$ cat src/rtl/charmatrix_scroller.sv
`timescale 1ns/1ps
// Character-matrix renderer: buffers received characters with a color index in a
// ring buffer and streams a NUM_CHARS window as glyph pixels once per refresh period.
module charmatrix_scroller #(
   parameter int NUM_CHARS      = 4,
   parameter int BUF_DEPTH      = 8,
   parameter int CHAR_W         = 5,
   parameter int CHAR_H         = 7,
   parameter int COLOR_BITS     = 4,
   parameter int REFRESH_CYCLES = 262144,
   parameter int SCROLL_DIV     = 16
) (
   input  logic                     clk,
   input  logic                     rst_n,
   input  logic [7:0]               rx_data,
   input  logic                     rx_valid,
   output logic                     rx_ready,
   input  logic [COLOR_BITS-1:0]    rnd_color,
   output logic [7:0]               char_addr,
   input  logic [CHAR_W*CHAR_H-1:0] char_data,
   output logic [COLOR_BITS-1:0]    color_addr,
   input  logic [23:0]              color_data,
   output logic [23:0]              pix_data,
   output logic                     pix_valid,
   input  logic                     pix_ready,
   output logic                     pix_latch,
   output logic                     busy
);
   localparam int PIX = CHAR_W * CHAR_H;
   localparam int AW  = (BUF_DEPTH > 1) ? $clog2(BUF_DEPTH) : 1;
   localparam int LW  = (PIX > 1) ? $clog2(PIX) : 1;
   localparam int CW  = (NUM_CHARS > 1) ? $clog2(NUM_CHARS) : 1;
   localparam int RW  = (REFRESH_CYCLES > 1) ? $clog2(REFRESH_CYCLES) : 1;
   localparam int FW  = (SCROLL_DIV > 1) ? $clog2(SCROLL_DIV) : 1;

   typedef enum logic [1:0] {S_IDLE, S_LOAD, S_SEND} state_t;

   state_t                state, state_n;
   logic [7:0]            char_mem [BUF_DEPTH];
   logic [COLOR_BITS-1:0] col_mem  [BUF_DEPTH];
   logic [AW-1:0]         wr_ptr, scroll_off, off_next, base, base_q, nxt_slot, clr_idx;
   logic [AW:0]           count, off_inc;
   logic                  rand_mode, scroll_en, clr_active;
   logic [COLOR_BITS-1:0] fixed_idx;
   logic [RW-1:0]         ref_cnt;
   logic [FW-1:0]         frame_cnt;
   logic [LW-1:0]         led_idx;
   logic [CW-1:0]         char_idx;
   logic                  tick, rx_fire, last_pix, frame_start, frame_done;

   assign tick     = (ref_cnt == RW'(REFRESH_CYCLES - 1));
   assign rx_fire  = rx_valid & rx_ready;
   assign last_pix = (char_idx == CW'(NUM_CHARS - 1)) && (led_idx == LW'(PIX - 1));
   assign nxt_slot = base_q + AW'(char_idx) + AW'(1);

   // Scroll mode starts at the oldest stored character; otherwise the newest ends the window
   assign base = scroll_en ? (wr_ptr - AW'(count) + scroll_off)
                           : (wr_ptr - AW'(NUM_CHARS % BUF_DEPTH));

   assign off_inc  = {1'b0, scroll_off} + (AW+1)'(1);
   assign off_next = ((count <= (AW+1)'(NUM_CHARS)) || (off_inc >= count)) ? '0 : off_inc[AW-1:0];

   always_ff @(posedge clk or negedge rst_n) begin
      if (!rst_n) ref_cnt <= '0;
      else if (tick) ref_cnt <= '0;
      else ref_cnt <= ref_cnt + RW'(1);
   end

   // Write side: byte decode, ring-buffer writes, clear sweep and marquee offset
   always_ff @(posedge clk or negedge rst_n) begin
      if (!rst_n) begin
         for (int i = 0; i < BUF_DEPTH; i++) begin
            char_mem[i] <= 8'h20;
            col_mem[i]  <= '0;
         end
         wr_ptr     <= '0;
         count      <= '0;
         scroll_off <= '0;
         rand_mode  <= 1'b1;
         fixed_idx  <= '0;
         scroll_en  <= 1'b0;
         clr_active <= 1'b0;
         clr_idx    <= '0;
         rx_ready   <= 1'b0;
         frame_cnt  <= '0;
      end else begin
         if (frame_done) begin
            if (frame_cnt == FW'(SCROLL_DIV - 1)) begin
               frame_cnt <= '0;
               if (scroll_en) scroll_off <= off_next;
            end else begin
               frame_cnt <= frame_cnt + FW'(1);
            end
         end
         if (clr_active) begin
            char_mem[clr_idx] <= 8'h20;
            col_mem[clr_idx]  <= '0;
            clr_idx           <= clr_idx + AW'(1);
            if (clr_idx == AW'(BUF_DEPTH - 1)) begin
               clr_active <= 1'b0;
               rx_ready   <= 1'b1;
               wr_ptr     <= '0;
               count      <= '0;
               scroll_off <= '0;
            end
         end else begin
            rx_ready <= 1'b1;
            if (rx_fire) begin
               if (rx_data == 8'h00) begin
                  clr_active <= 1'b1;
                  clr_idx    <= '0;
                  rx_ready   <= 1'b0;
               end else if (rx_data == 8'h01) begin
                  rand_mode <= 1'b1;
               end else if (rx_data == 8'h02) begin
                  scroll_en  <= ~scroll_en;
                  scroll_off <= '0;
               end else if (rx_data[7:4] == 4'h1) begin
                  rand_mode <= 1'b0;
                  fixed_idx <= COLOR_BITS'(rx_data);
               end else if (rx_data >= 8'h20) begin
                  char_mem[wr_ptr] <= rx_data;
                  col_mem[wr_ptr]  <= rand_mode ? rnd_color : fixed_idx;
                  wr_ptr           <= wr_ptr + AW'(1);
                  if (count != (AW+1)'(BUF_DEPTH)) count <= count + (AW+1)'(1);
               end
            end
         end
      end
   end

   always_ff @(posedge clk or negedge rst_n) begin
      if (!rst_n) state <= S_IDLE;
      else state <= state_n;
   end

   always_comb begin
      state_n     = state;
      frame_start = 1'b0;
      frame_done  = 1'b0;
      case (state)
         S_IDLE: if (tick && !busy) begin
            state_n     = S_LOAD;
            frame_start = 1'b1;
         end
         S_LOAD: state_n = S_SEND;
         S_SEND: if (pix_ready) begin
            state_n    = last_pix ? S_IDLE : S_LOAD;
            frame_done = last_pix;
         end
         default: state_n = S_IDLE;
      endcase
   end

   // Render side: addresses are registered so the ROM data settles during LOAD
   always_ff @(posedge clk or negedge rst_n) begin
      if (!rst_n) begin
         busy       <= 1'b0;
         pix_valid  <= 1'b0;
         pix_data   <= '0;
         pix_latch  <= 1'b0;
         char_addr  <= '0;
         color_addr <= '0;
         base_q     <= '0;
         char_idx   <= '0;
         led_idx    <= '0;
      end else begin
         case (state)
            S_IDLE: begin
               busy <= frame_start;
               if (frame_start) begin
                  base_q     <= base;
                  char_idx   <= '0;
                  led_idx    <= '0;
                  char_addr  <= char_mem[base];
                  color_addr <= col_mem[base];
               end
            end
            S_LOAD: begin
               pix_valid <= 1'b1;
               pix_data  <= char_data[led_idx] ? color_data : 24'h0;
               pix_latch <= last_pix;
            end
            S_SEND: if (pix_ready) begin
               pix_valid <= 1'b0;
               pix_data  <= '0;
               pix_latch <= 1'b0;
               if (!last_pix) begin
                  if (led_idx == LW'(PIX - 1)) begin
                     led_idx    <= '0;
                     char_idx   <= char_idx + CW'(1);
                     char_addr  <= char_mem[nxt_slot];
                     color_addr <= col_mem[nxt_slot];
                  end else begin
                     led_idx <= led_idx + LW'(1);
                  end
               end
            end
            default: busy <= 1'b0;
         endcase
      end
   end
endmodule

$ cat config.mk
export PLATFORM = sky130hd
export DESIGN_NAME = charmatrix_scroller
export DESIGN_NICKNAME = d
export VERILOG_FILES = /design/src/rtl/charmatrix_scroller.sv
export SDC_FILE = /design/constraint.sdc
export NUM_CORES = 1
export LEC_CHECK = 0
export BUFFER_PORTS_ARGS = -buffer_cell sky130_fd_sc_hd__buf_2
export CORE_UTILIZATION = 59
export CTS_BUF_LIST = sky130_fd_sc_hd__clkbuf_16
export DETAILED_ROUTE_END_ITERATION = 7
export PLACE_DENSITY = 0.78
export RECOVER_POWER = 100
export SKIP_CTS_REPAIR_TIMING = 1
export SLEW_MARGIN = 20
export SYNTH_ARGS = -nofsm -noshare
export SYNTH_HDL_FRONTEND = slang
export SYNTH_SLANG_ARGS = --single-unit
export TNS_END_PERCENT = 30
$ cat constraint.sdc
create_clock -name clk -period 3.5 [get_ports clk]
set_input_delay 0.525 -clock clk [delete_from_list [all_inputs] [get_ports clk]]
set_output_delay 0.525 -clock clk [all_outputs]
set_load 0.05 [all_outputs]
Word level (Yosys, flattened, before mapping)
Cells that the tools add are included.
{"block": "classes", "addsub": 13, "order_cmp": 10, "eq_ne": 22, "muxes": 118, "bitwise": 15, "n_reduce_logical": 28}
{"cell": "$mux W64", "count": 7}
{"cell": "$mux W32", "count": 7}
{"cell": "$mux W4", "count": 21}
{"cell": "$mux W8", "count": 10}
{"cell": "$mux W3", "count": 22}
{"cell": "$bwmux W64", "count": 1}
{"cell": "$and A56 B56 Y56", "count": 1}
{"cell": "$not A56 Y56", "count": 1}
{"cell": "$bmux W8 S3", "count": 2}
{"cell": "$demux W8 S3", "count": 2}
{"cell": "$mux W24", "count": 2}
{"cell": "$pmux W24 S2", "count": 1}
{"cell": "$and A32 B32 Y32", "count": 1}
{"cell": "$bwmux W32", "count": 1}
{"cell": "$not A32 Y32", "count": 1}
{"cell": "$bmux W4 S3", "count": 2}
{"cell": "$demux W4 S3", "count": 2}
{"cell": "$mux W6", "count": 4}
{"cell": "$ne A2 B2 Y1 const B", "count": 10}
{"cell": "$add A18 B1 Y18 const B", "count": 1}
{"cell": "$eq A18 B18 Y1 const B", "count": 1}
{"cell": "$mux W1", "count": 18}
{"cell": "$mux W18", "count": 1}
{"cell": "$ge A4 B4 Y1 const B", "count": 4}
{"cell": "other kinds (49)", "count": 83}
{"block": "totals", "register_bits": 191, "output_inout_bits": 40, "elab_cells": 243}

Logic depth before layout (Yosys ltp)
Gate-level depths: netlist (run 1).
{"block": "depth", "depth_word": 13, "ltp_mapped": 12, "mapped_depth_nobuf": 11}

Least setup slack after synthesis (run 1)
No wires, ideal clock.
{"block": "synth_timing", "path_kind": "flip-flop to flip-flop", "startpoint": "reg wr_ptr[1]", "endpoint": "reg char_addr[5]", "setup_ns": 0.118, "arrival_time_ns": 2.973, "path_slack_ns": 0.409, "path_stages_with_launch": 11, "period_less_slack_ns": 3.091, "path_cell_list": "dfrtp_1 > inv_1 > fa_1 > inv_1 > fa_1 > mux2i_4 > buf_6 > mux4_2 > nand3_1 > a311oi_1 > a21o_1"}
{"block": "synth_between", "elab_chain_len": 9}
{"element": "start, declared", "line": "41", "text": "logic [AW-1:0] wr_ptr, scroll_off, off_next, base, base_q, nxt_slot, clr_idx;"}
{"element": "start signal, assigned", "line": "124", "text": "wr_ptr <= wr_ptr + AW'(1);"}
{"element": "$sub A3 B3 Y3", "line": "57", "text": "assign base = scroll_en ? (wr_ptr - AW'(count) + scroll_off)"}
{"element": "$add A3 B3 Y3", "line": "57"}
{"element": "$mux W3 (*)", "line": "57"}
{"element": "$not A3 Y4 (not written as such) (*)", "line": "175", "text": "char_addr <= char_mem[base];"}
{"element": "$bmux W8 S3 (*)", "line": "175"}
{"element": "$mux W8 (not written as such) (*) (2 in series)", "line": "175"}
{"element": "$mux W8 (*)", "line": "171", "text": "if (frame_start) begin"}
{"element": "$pmux W8 S2 (*)", "line": "168", "text": "case (state)"}
{"element": "end signal, assigned", "line": "175"}
{"element": "end signal, assigned", "line": "192", "text": "char_addr <= char_mem[nxt_slot];"}
{"element": "end, declared", "line": "19", "text": "output logic [7:0] char_addr,"}
Every way passes the cells marked *; elsewhere a longest branch is shown, timed or not. The select of a mux whose other input is x is not followed.
A chain may end at the register's enable or synchronous reset.

Worst setup path in the final report (run 1)
{"block": "layout_timing", "startpoint": "in rx_data[7]", "endpoint": "reg col_mem[28] (netlist name)"}
{"block": "layout_between", "elab_chain_len": 3}
{"element": "start, declared", "line": "15", "text": "input logic [7:0] rx_data,"}
{"element": "$ge A8 B6 Y1, or another cell as far along", "line": "121", "text": "end else if (rx_data >= 8'h20) begin"}
{"element": "$reduce_bool A2 Y1 (no line) or $ne A2 B2 Y1 (tied branches)"}
{"element": "$reduce_and A6 Y1 (no line) (*)"}
{"element": "end signal, assigned by index", "line": "123", "text": "col_mem[wr_ptr] <= rand_mode ? rnd_color : fixed_idx;"}
{"element": "end, declared", "line": "40", "text": "logic [COLOR_BITS-1:0] col_mem [BUF_DEPTH];"}
Every way passes the cells marked *; elsewhere a longest branch is shown, timed or not.

==> metrics.md, run 1 <==
| Metric | Value |
|---|---|
| Num CTS Buffers | 17 |
| H-tree depth | 4 |
| Site row count | 47 |
| Clk buf depth | 2 |
| Final wirelength | 25750 um |
| Avg Inst Size Synth | 11.87 um^2 |
| Netlist cell types | 58 |
| Cell taking the most area after synthesis | dfrtp_1 |
| Commonest non-fill, non-tap cell in the layout | dfrtp_1 |
| Synth top area share | 44.97% |
| Nets | 1050 |
| Synth async-reset ratio | 100.0% |
| LEAKAGE | 5.096 nW |
| Root Driver | clkbuf_16 |
| Max Fanout on Critical Path | 13 |
| Power Density | 703.8 mW/mm^2 |
| Worst EP required | 3.87 ns |
| Vias | 7814 |
| Synth warn | 0 |
| Final Hold Fails | 0 |
| Vias in the first global route | 7768 |
| Commonest cells after routing, fill and taps aside | dfrtp_1 (182), a22o_1 (104), buf_2 (72) |
| Syn nets | 953 |
| GR Layer Usage met3 | 6.169% |
| Worst-skew pair later-pin latency | 0.44 ns |
| Rel. slew slack | -69.35% |
| CP startpoint kind | input pin |
| Setup Crit Path Kind | input pin to flop |
| Antenna Nets Post-Route | 0 |
| Worst-margin pin slew | 2.540 ns |
| Met1 Use GR | 40.89% |
| Largest net degree at the start of global routing | 104 |
| Register bit count reported by yosys | 191 |
| IO Count | 115 |
| Total die area | 0.01769 mm^2 |
| CTS tree | done |
| Fmax | 0.3054 GHz |
| Clock skew | 0.01230 ns |
| Post-route cell area | 0.01136 mm^2 |
| Cell Count, Final, Fillers Out | 1183 |
| IR drop worst, VDD | 497.8 uV |
| Prevailing post-synth register cell | dfrtp_1 |
| Layout cells sized above 1 | 21.70% |
| Routed WL per cell | 21.77 um |
| CP arrival | 3.65 ns |
| Layout area overhead | 12.19% |
| Top cells by area, synth | dfrtp_1 (45%), mux4_2 (12%), a22o_1 (9.0%) |
| Placement Cell Area | 0.01090 mm^2 |
| Unrepaired setup endpoints after global routing | false |
| Diode count | 0 |
| Die height | 133.0 um |
| Clk slew on worst S/H paths | 0.07 ns |
| Grt ovf | 0 |
| Slew Viols, Final | 103 |
| DRC Markers | 0 |
| Synth Cell Area | 0.01013 mm^2 |
| Placed cells | 1151 |
| Setup TNS after final layout | 0 ns |
| Period utilization | 93.55% |
| GRT busiest layer | met2 |
| Final hold slack | 0.2985 ns |
| Initial Util | 60.65% |
| Path type of the worst min-delay path | input pin to flop |
| Max Cap Viol | 1 |
| Core Footprint | 0.01670 mm^2 |
| Initial antenna violation count | 0 |
| EDFF count, synth | 0 |
| Min Tclk post-route | 3.274 ns |
| Final Wtd Congestion | 0.8568 |
| Die width | 133.0 um |
| CP Capture Type | flop |
| Seq/Total Area, Yosys | 47.30% |
| DRT iter0 DRCs | 635 |
| PortBufs | 114 |
| Status | finished with violations |
| HPWL after DPL | 17080 um |
| Setup violators final | 0 |
| GRT Util Overall | 30.57% |
| Number of clock sinks | 191 |
| DRT Pass-1 Iters | 6 |
| First-pass GRT wire length | 41080 um |
| GR Util met2 | 49.77% |
| Vias/cell | 6.605 |
| Violated checks | max-capacitance violations, max-slew violations |
| Mapped Cells | 853 |
[report_power, final]
| part | leakage (nW) | switching, mW | internal [mW] |
|---|---|---|---|
| Combinational | 2.34 | 1.25 | 1.40 |
| Clock | 0.284 | 0.946 | 1.02 |
| Sequential | 2.47 | 0.561 | 2.82 |
[cells in the mapped netlist, types with 3 or more instances]
| cell type | count |
|---|---|
| dfrtp_1 | 182 |
| a22o_1 | 104 |
| mux4_2 | 54 |
| nand2_1 | 49 |
| o21ai_0 | 48 |
| nor2_1 | 36 |
| inv_1 | 34 |
| nand3_1 | 31 |
| clkbuf_1 | 26 |
| ha_1 | 22 |
| buf_2 | 18 |
| xnor2_1 | 16 |
| a21oi_1 | 15 |
| nor2b_1 | 15 |
| nor3_1 | 15 |
| mux2_2 | 14 |
| a211oi_1 | 12 |
| a21o_1 | 12 |
| a311oi_1 | 12 |
| mux2i_1 | 11 |
| xor2_1 | 10 |
| a22oi_1 | 9 |
| dfstp_2 | 9 |
| nand4_1 | 9 |
| buf_1 | 8 |
| a31oi_1 | 7 |
| and3_1 | 7 |
| buf_6 | 7 |
| nand3b_1 | 6 |
| buf_4 | 5 |
| nand2b_1 | 5 |
| o31ai_1 | 5 |
| nor4_1 | 4 |
| or3_1 | 4 |
| fa_1 | 3 |
| o22ai_1 | 3 |
[stage by stage]
| step | utilization, % | total power, mW | worst slack (ns) |
|---|---|---|---|
| finish | 68.04 | 7.997 | 0.2256 |
| global route | 68.04 | 8.402 | 0.1241 |
| CTS | 68.82 | 8.019 | 0.3553 |
| detailed placement | 65.25 | 6.022 | 0.3779 |
| global placement | 65.25 | 5.901 | 0.5189 |
| floorplan | - | 5.281 | 0.4090 |
[per-layer routing]
metal  vias to the layer above  wire length, um  share of wire, %
li1                       3426                -                 -
met1                      3916            10330                40
met2                       413            12490                49
met3                        59             2270               8.8
met4                         0              663               2.6
met5                         -                0                 0
[registers in the layout, summed over array words and instances (netlist names), 4 cells and up]
signal and cells:
char_addr 8, char_mem 64, col_mem 32, color_addr 4, count 4, fixed_idx 4
frame_cnt 4, led_idx 6, pix_data 24, ref_cnt 18
[area by class of cell]
type | count | area [um^2]
inverters | 35 | 131.4
repair buffers | 142 | 734.5
fillers | 1259 | 5338
multi-input cells | 563 | 4835
well taps | 220 | 275.3
clock buffers | 17 | 425.4
flip-flops and latches | 191 | 4791
clock inverters | 15 | 171.4
[critical path, cell delays in order]
cell and delay (ns):
clkbuf_1 0.26, nor3_1 0.98, nor3_1 0.27, and3_1 0.27, clkbuf_2 0.28, nor2_1 0.16, clkbuf_1 0.64, a22o_1 0.26
[final timing paths]
check,cells past startpoint,from,slack [ns],to
min reg2reg,2,char_mem[21],0.48,char_mem[21]
max in group asynchronous,2,rst_n,0.80,char_mem[20]
max,8,rx_data[7],0.23,col_mem[28]
min in group asynchronous,1,rst_n,0.86,ref_cnt[10]
max reg2reg,10,wr_ptr[1],0.29,color_addr[0]
min,2,pix_ready,0.30,pix_valid
[logic make-up (layout without fill, tap and decap cells)]
group	after synthesis	count (layout)	synth area share, %
flip-flops	191	191	47.30
XOR/XNOR	26	26	2.248
adder cells (fa/ha/maj)	25	25	3.311
AND/OR/NAND/NOR	191	191	9.574
multiplexers	81	81	15.10
AO/OA/AOI/OAI	240	240	17.88
buffers and inverters	99	209	4.595
Note: power is estimated with default switching activity, not from simulation.
==> inputs of run 2 (changes only) <==
--- a/constraint.sdc
+++ b/constraint.sdc
@@ -3,2 +3,2 @@
 set_output_delay 0.525 -clock clk [all_outputs]
-set_load 0.05 [all_outputs]
+set_load 0.005 [all_outputs]
==> metrics.md, run 2 (synthesis gave the netlist of run 1 again) <==
| Metric | Value |
|---|---|
| GRT Util Overall | 30.57% (unchanged) |
| Status | finished with violations (unchanged) |
| Core Footprint | 0.01670 mm^2 (unchanged) |
| Vias in the first global route | 7768 (unchanged) |
| Period utilization | 94.19% (was 93.55%) |
| Initial antenna violation count | 0 (unchanged) |
| H-tree depth | 4 (unchanged) |
| Initial Util | 60.65% (unchanged) |
| Power Density | 700.2 mW/mm^2 (was 703.8 mW/mm^2) |
| Worst-skew pair later-pin latency | 0.45 ns (was 0.44 ns) |
| Total die area | 0.01769 mm^2 (unchanged) |
| Top flop regs | char_mem: 64 flops, col_mem: 32 flops, pix_data: 24 flops (unchanged) |
| Fmax | 0.3033 GHz (was 0.3054 GHz) |
| Clk slew on worst S/H paths | 0.07 ns (about the same) |
| Antenna Nets Post-Route | 0 (unchanged) |
| IR drop worst, VDD | 501.5 uV (was 497.8 uV) |
| Fin util | 68.17% (was 68.04%) |
| Setup TNS after final layout | 0 ns (unchanged) |
| Layout cells sized above 1 | 23.47% (was 21.70%) |
| Crit path buf inv count | 3 (unchanged) |
| Violated checks | max-capacitance violations, max-slew violations (unchanged) |
| Chain of cells forming the critical path | clkbuf_1, nor3_1, nor3_1, and3_1, clkbuf_2, nor2_1, clkbuf_1, a22o_1 (unchanged) |
| Final wirelength | 25830 um (was 25750 um) |
| Vias | 7875 (was 7814) |
| Worst path slowest cell | nor3_1 (unchanged) |
| Final Hold Fails | 0 (unchanged) |
| DRT iter0 DRCs | 610 (was 635) |
| Filler cells | 1253 (was 1259) |
| Nets | 1050 (unchanged) |
| CP Capture Type | flop (unchanged) |
| Number of flip-flops in the largest register | 64 (unchanged) |
| Setup violators final | 0 (unchanged) |
| CP arrival | 3.67 ns (was 3.65 ns) |
| Layout area overhead | 12.40% (was 12.19%) |
| Root Driver | clkbuf_16 (unchanged) |
| Unrepaired setup endpoints after global routing | false (unchanged) |
| Rel. slew slack | -70.06% (was -69.35%) |
| Biggest register | char_mem (unchanged) |
| Min Tclk post-route | 3.297 ns (was 3.274 ns) |
| HPWL after DPL | 17080 um (unchanged) |
| CP delay by family, top | simple AND/OR/NAND/NOR gates (unchanged) |
| Num CTS Buffers | 17 (unchanged) |
| PortBufs | 114 (unchanged) |
| Worst EP required | 3.88 ns (was 3.87 ns) |
| DRC Markers | 0 (unchanged) |
| Routed WL per cell | 21.84 um (was 21.77 um) |
| Final hold slack | 0.2961 ns (was 0.2985 ns) |
| First-pass GRT wire length | 41080 um (unchanged) |
| Setup Crit Path Kind | input pin to flop (unchanged) |
| DRT Pass-1 Iters | 6 (unchanged) |
| Diode count | 0 (unchanged) |
| LEAKAGE | 5.156 nW (was 5.096 nW) |
| Commonest non-fill, non-tap cell in the layout | dfrtp_1 (unchanged) |
| Clk buf depth | 2 (unchanged) |
| Commonest cells after routing, fill and taps aside | dfrtp_1 (182), a22o_1 (104), buf_2 (89) (was dfrtp_1 (182), a22o_1 (104), buf_2 (72)) |
| IO Count | 115 (unchanged) |
| Site row count | 47 (unchanged) |
| Clock skew | 0.01164 ns (was 0.01230 ns) |
| Worst-margin pin slew | 2.551 ns (was 2.540 ns) |
| Vias/cell | 6.657 (was 6.605) |
| Largest net degree at the start of global routing | 104 (unchanged) |
| Final Wtd Congestion | 0.8568 (unchanged) |
| Max Fanout on Critical Path | 13 (unchanged) |
| Number of clock sinks | 191 (unchanged) |
| CTS tree | done (unchanged) |
| Die width | 133.0 um (unchanged) |
| CP startpoint kind | input pin (unchanged) |
| Grt ovf | 0 (unchanged) |
| Max Cap Viol | 1 (unchanged) |
| Path type of the worst min-delay path | input pin to flop (unchanged) |
| CP peak stage delay | 1.00 ns (was 0.98 ns) |
| Die height | 133.0 um (unchanged) |
| Slew Viols, Final | 103 (unchanged) |
## run 2: cell types whose count changed in the layout (fill, tap and decap cells not counted)
cell	previous run	this run
buf_2	72	89
clkbuf_1	47	30
## run 2: where the power goes
group	internal, mW	switching (mW)	leakage [nW]
sequential	2.82	0.560	2.47
combinational	1.40	1.22	2.40
clock	1.02	0.956	0.284
total	5.24	2.73	5.16
## run 2: final timing paths
kind                              startpoint            end  slack [ns]  cells after the start
worst max-delay path              rx_data[7]    col_mem[28]        0.20                      8
worst min-delay path               pix_ready      pix_valid        0.30                      2
worst max register to register     wr_ptr[1]  color_addr[0]        0.30                     10
worst min register to register  char_mem[21]   char_mem[21]        0.48                      2
max in group asynchronous              rst_n   char_mem[20]        0.78                      2
min in group asynchronous              rst_n    ref_cnt[10]        0.85                      1
## run 2: routing by layer
metal	track usage, %	wire, um	up-vias	part of all wire, %
met4	11.05	589	0	2.3
met5	0	0	-	0
met1	40.89	10620	3977	41
met2	49.77	12600	405	49
met3	6.169	2022	58	7.8
li1	-	-	3435	-
## run 2: stage by stage
step           power (mW)  cell area [um^2]  cells  worst slack [ns]
6_report            7.972             11380   1183            0.2034
5_1_grt             8.363             11380   1183            0.1241
4_1_cts             7.978             11490   1183            0.3553
3_5_place_dp        5.981             10900   1151            0.3779
3_3_place_gp        5.860             10900   1151            0.5189
2_1_floorplan       5.241             10130    853            0.4090
## run 2: area by class of cell
type                            count  area, um^2  area share [%]
Multi-Input combinational cell    563        4835           42.47
Sequential cell                   191        4791           42.08
Timing Repair Buffer              142       755.7           6.638
Clock buffer                       17       425.4           3.737
Tap cell                          220       275.3           2.418
Clock inverter                     15       171.4           1.506
Inverter                           35       131.4           1.154
==> inputs of run 3 (changes only) <==
- CORE_UTILIZATION: 59 -> 30
- PLACE_DENSITY: 0.78 -> 0.45
==> metrics.md, run 3 (synthesis gave the netlist of run 1 again) <==
| Metric | Value |
|---|---|
| Status | finished with violations (unchanged) |
| Violated checks | max-capacitance violations, max-slew violations (unchanged) |
| Routed wl met3 | 1663 um (was 2022 um) |
| PortBufs | 114 (unchanged) |
| Met2 wire len | 13090 um (was 12600 um) |
| Power Density | 681.6 mW/mm^2 (was 700.2 mW/mm^2) |
| Fmax | 0.3130 GHz (was 0.3033 GHz) |
| Commonest non-fill, non-tap cell in the layout | dfrtp_1 (unchanged) |
| Clk buf depth | 2 (unchanged) |
| IR drop worst, VDD | 391.0 uV (was 501.5 uV) |
| Die height | 185.7 um (was 133.0 um) |
| Core Footprint | 0.03287 mm^2 (was 0.01670 mm^2) |
| Vias/cell | 5.293 (was 6.657) |
| Worst R2R Setup Slack | 0.31 ns (was 0.30 ns) |
| R2R cell count | 10 (unchanged) |
| H-tree depth | 4 (unchanged) |
| Worst-skew pair later-pin latency | 0.45 ns (about the same) |
| CP startpoint kind | flop (was input pin) |
| Antenna Nets Post-Route | 0 (unchanged) |
| Setup TNS after final layout | 0 ns (unchanged) |
| Number of flip-flops in the largest register | 64 (unchanged) |
| Hold_sp | color_data[7] (was pix_ready) |
| Worst Hold Path EP | pix_data[7] (was pix_valid) |
| Hold Crit Depth | 2 (unchanged) |
| Path type of the worst min-delay path | input pin to flop (unchanged) |
| Total die area | 0.03450 mm^2 (was 0.01769 mm^2) |
| Period utilization | 91.28% (was 94.19%) |
| CP arrival | 3.58 ns (was 3.67 ns) |
| DRT iter0 DRCs | 393 (was 610) |
| Layout area overhead | 15.37% (was 12.40%) |
| Max Cap Viol | 1 (unchanged) |
| Largest net degree at the start of global routing | 89 (was 104) |
| Grt ovf | 0 (unchanged) |
| Die width | 185.7 um (was 133.0 um) |
| Nets | 1056 (was 1050) |
| Biggest register | char_mem (unchanged) |
| Clock skew | 0.01161 ns (was 0.01164 ns) |
| Final Wtd Congestion | 0.7586 (was 0.8568) |
| Setup violators final | 0 (unchanged) |
| HPWL after DPL | 19070 um (was 17080 um) |
| GRT Util Overall | 17.40% (was 30.57%) |
| Routed WL per cell | 20.44 um (was 21.84 um) |
| Num CTS Buffers | 17 (unchanged) |
| Slew Viols, Final | 87 (was 103) |
| FF/Latch Area | 0.004791 mm^2 (unchanged) |
| Initial antenna violation count | 0 (unchanged) |
| First-pass GRT wire length | 44650 um (was 41080 um) |
| DRC Markers | 0 (unchanged) |
| Vias | 7463 (was 7875) |
| FF-to-FF End | char_addr[4] (was color_addr[0]) |
| R2R Path Start | wr_ptr[1] (unchanged) |
| Vias in the first global route | 7474 (was 7768) |
| Min Tclk post-route | 3.195 ns (was 3.297 ns) |
| Final wirelength | 28820 um (was 25830 um) |
| Worst-margin pin slew | 2.381 ns (was 2.551 ns) |
| Routed length on met1 | 13730 um (was 10620 um) |
| CTS tree | done (unchanged) |
| Root Driver | clkbuf_16 (unchanged) |
| Layout cells sized above 1 | 22.00% (was 23.47%) |
| Filler cells | 3339 (was 1253) |
| Diode count | 0 (unchanged) |
| Commonest cells after routing, fill and taps aside | dfrtp_1 (182), a22o_1 (104), buf_2 (75) (was dfrtp_1 (182), a22o_1 (104), buf_2 (89)) |
| LEAKAGE | 5.116 nW (was 5.156 nW) |
| Rel. slew slack | -58.72% (was -70.06%) |
| Final hold slack | 0.2994 ns (was 0.2961 ns) |
| CP Capture Type | flop (unchanged) |
| Highest metal used | met4 (unchanged) |
| Number of clock sinks | 191 (unchanged) |
| Final Hold Fails | 0 (unchanged) |
| DRT Pass-1 Iters | 4 (was 6) |
| Unrepaired setup endpoints after global routing | false (unchanged) |
| Worst EP required | 3.88 ns (about the same) |
| Top flop regs | char_mem: 64 flops, col_mem: 32 flops, pix_data: 24 flops (unchanged) |
| Initial Util | 30.82% (was 60.65%) |
| Setup Crit Path Kind | flop to flop (was input pin to flop) |
| IO Count | 115 (unchanged) |
| Clk slew on worst S/H paths | 0.08 ns (was 0.07 ns) |
| Max Fanout on Critical Path | 13 (unchanged) |
| Multi-input logic area | 0.004847 mm^2 (was 0.004835 mm^2) |
| Site row count | 66 (was 47) |
## run 3: cell count changes in the layout (fill, tap and decap cells not counted), moves of 3 or more
cell	before	now
inv_8	6	3
clkbuf_2	5	2
buf_4	15	18
buf_2	89	75
clkbuf_1	30	49
inv_6	1	4
## run 3: where the power goes
group	internal, mW	switching (mW)	total, mW	leakage [nW]
clock	1.01	0.964	1.97	0.279
sequential	2.82	0.509	3.33	2.47
combinational	1.42	1.25	2.67	2.37
## run 3: how the worst max path moves through the flow
stage	start	to	cells after the start
floorplan	wr_ptr[1]	char_addr[5]	10
global placement	wr_ptr[1]	char_addr[6]	10
detailed placement	wr_ptr[1]	char_addr[4]	10
CTS	wr_ptr[1]	char_addr[4]	10
global route	wr_ptr[1]	char_addr[2]	10
finish	wr_ptr[1]	char_addr[4]	10
## run 3: area by class of cell
class | instances | area share [%]
Multi-Input combinational cell | 563 | 41.48
Sequential cell | 191 | 41.00
Timing Repair Buffer | 148 | 6.714
Tap cell | 442 | 4.733
Clock buffer | 17 | 3.641
Clock inverter | 14 | 1.306
Inverter | 35 | 1.124
## run 3: worst max-delay path, cell delays in order, from the launching register on
cell      delay [ns]
dfrtp_1         0.35
inv_1           0.12
fa_1            0.55
inv_1           0.05
fa_1            0.42
xor2_1          0.18
xnor2_1         0.27
or3_1           0.60
nand3_1         0.15
a311oi_1        0.32
a21o_1          0.11
## run 3: metrics by stage
step / power [mW] / cell area [um^2] / instances / util, % / setup slack [ns]
3_3_place_gp: 6.037 / 11240 / 1379 / 34.20 / 0.3956
6_report: 7.965 / 11690 / 1410 / 35.55 / 0.3050
2_1_floorplan: 5.241 / 10130 / 853 / - / 0.4090
4_1_cts: 8.075 / 11820 / 1410 / 35.96 / 0.3179
3_5_place_dp: 6.063 / 11240 / 1379 / 34.20 / 0.3474
5_1_grt: 8.491 / 11690 / 1410 / 35.55 / 0.07497
## run 3: layer usage
layer,up-vias,track usage (%)
met3,19,3.639
met4,0,4.590
met1,3806,24.40
met2,209,27.16
li1,3429,-
met5,-,0
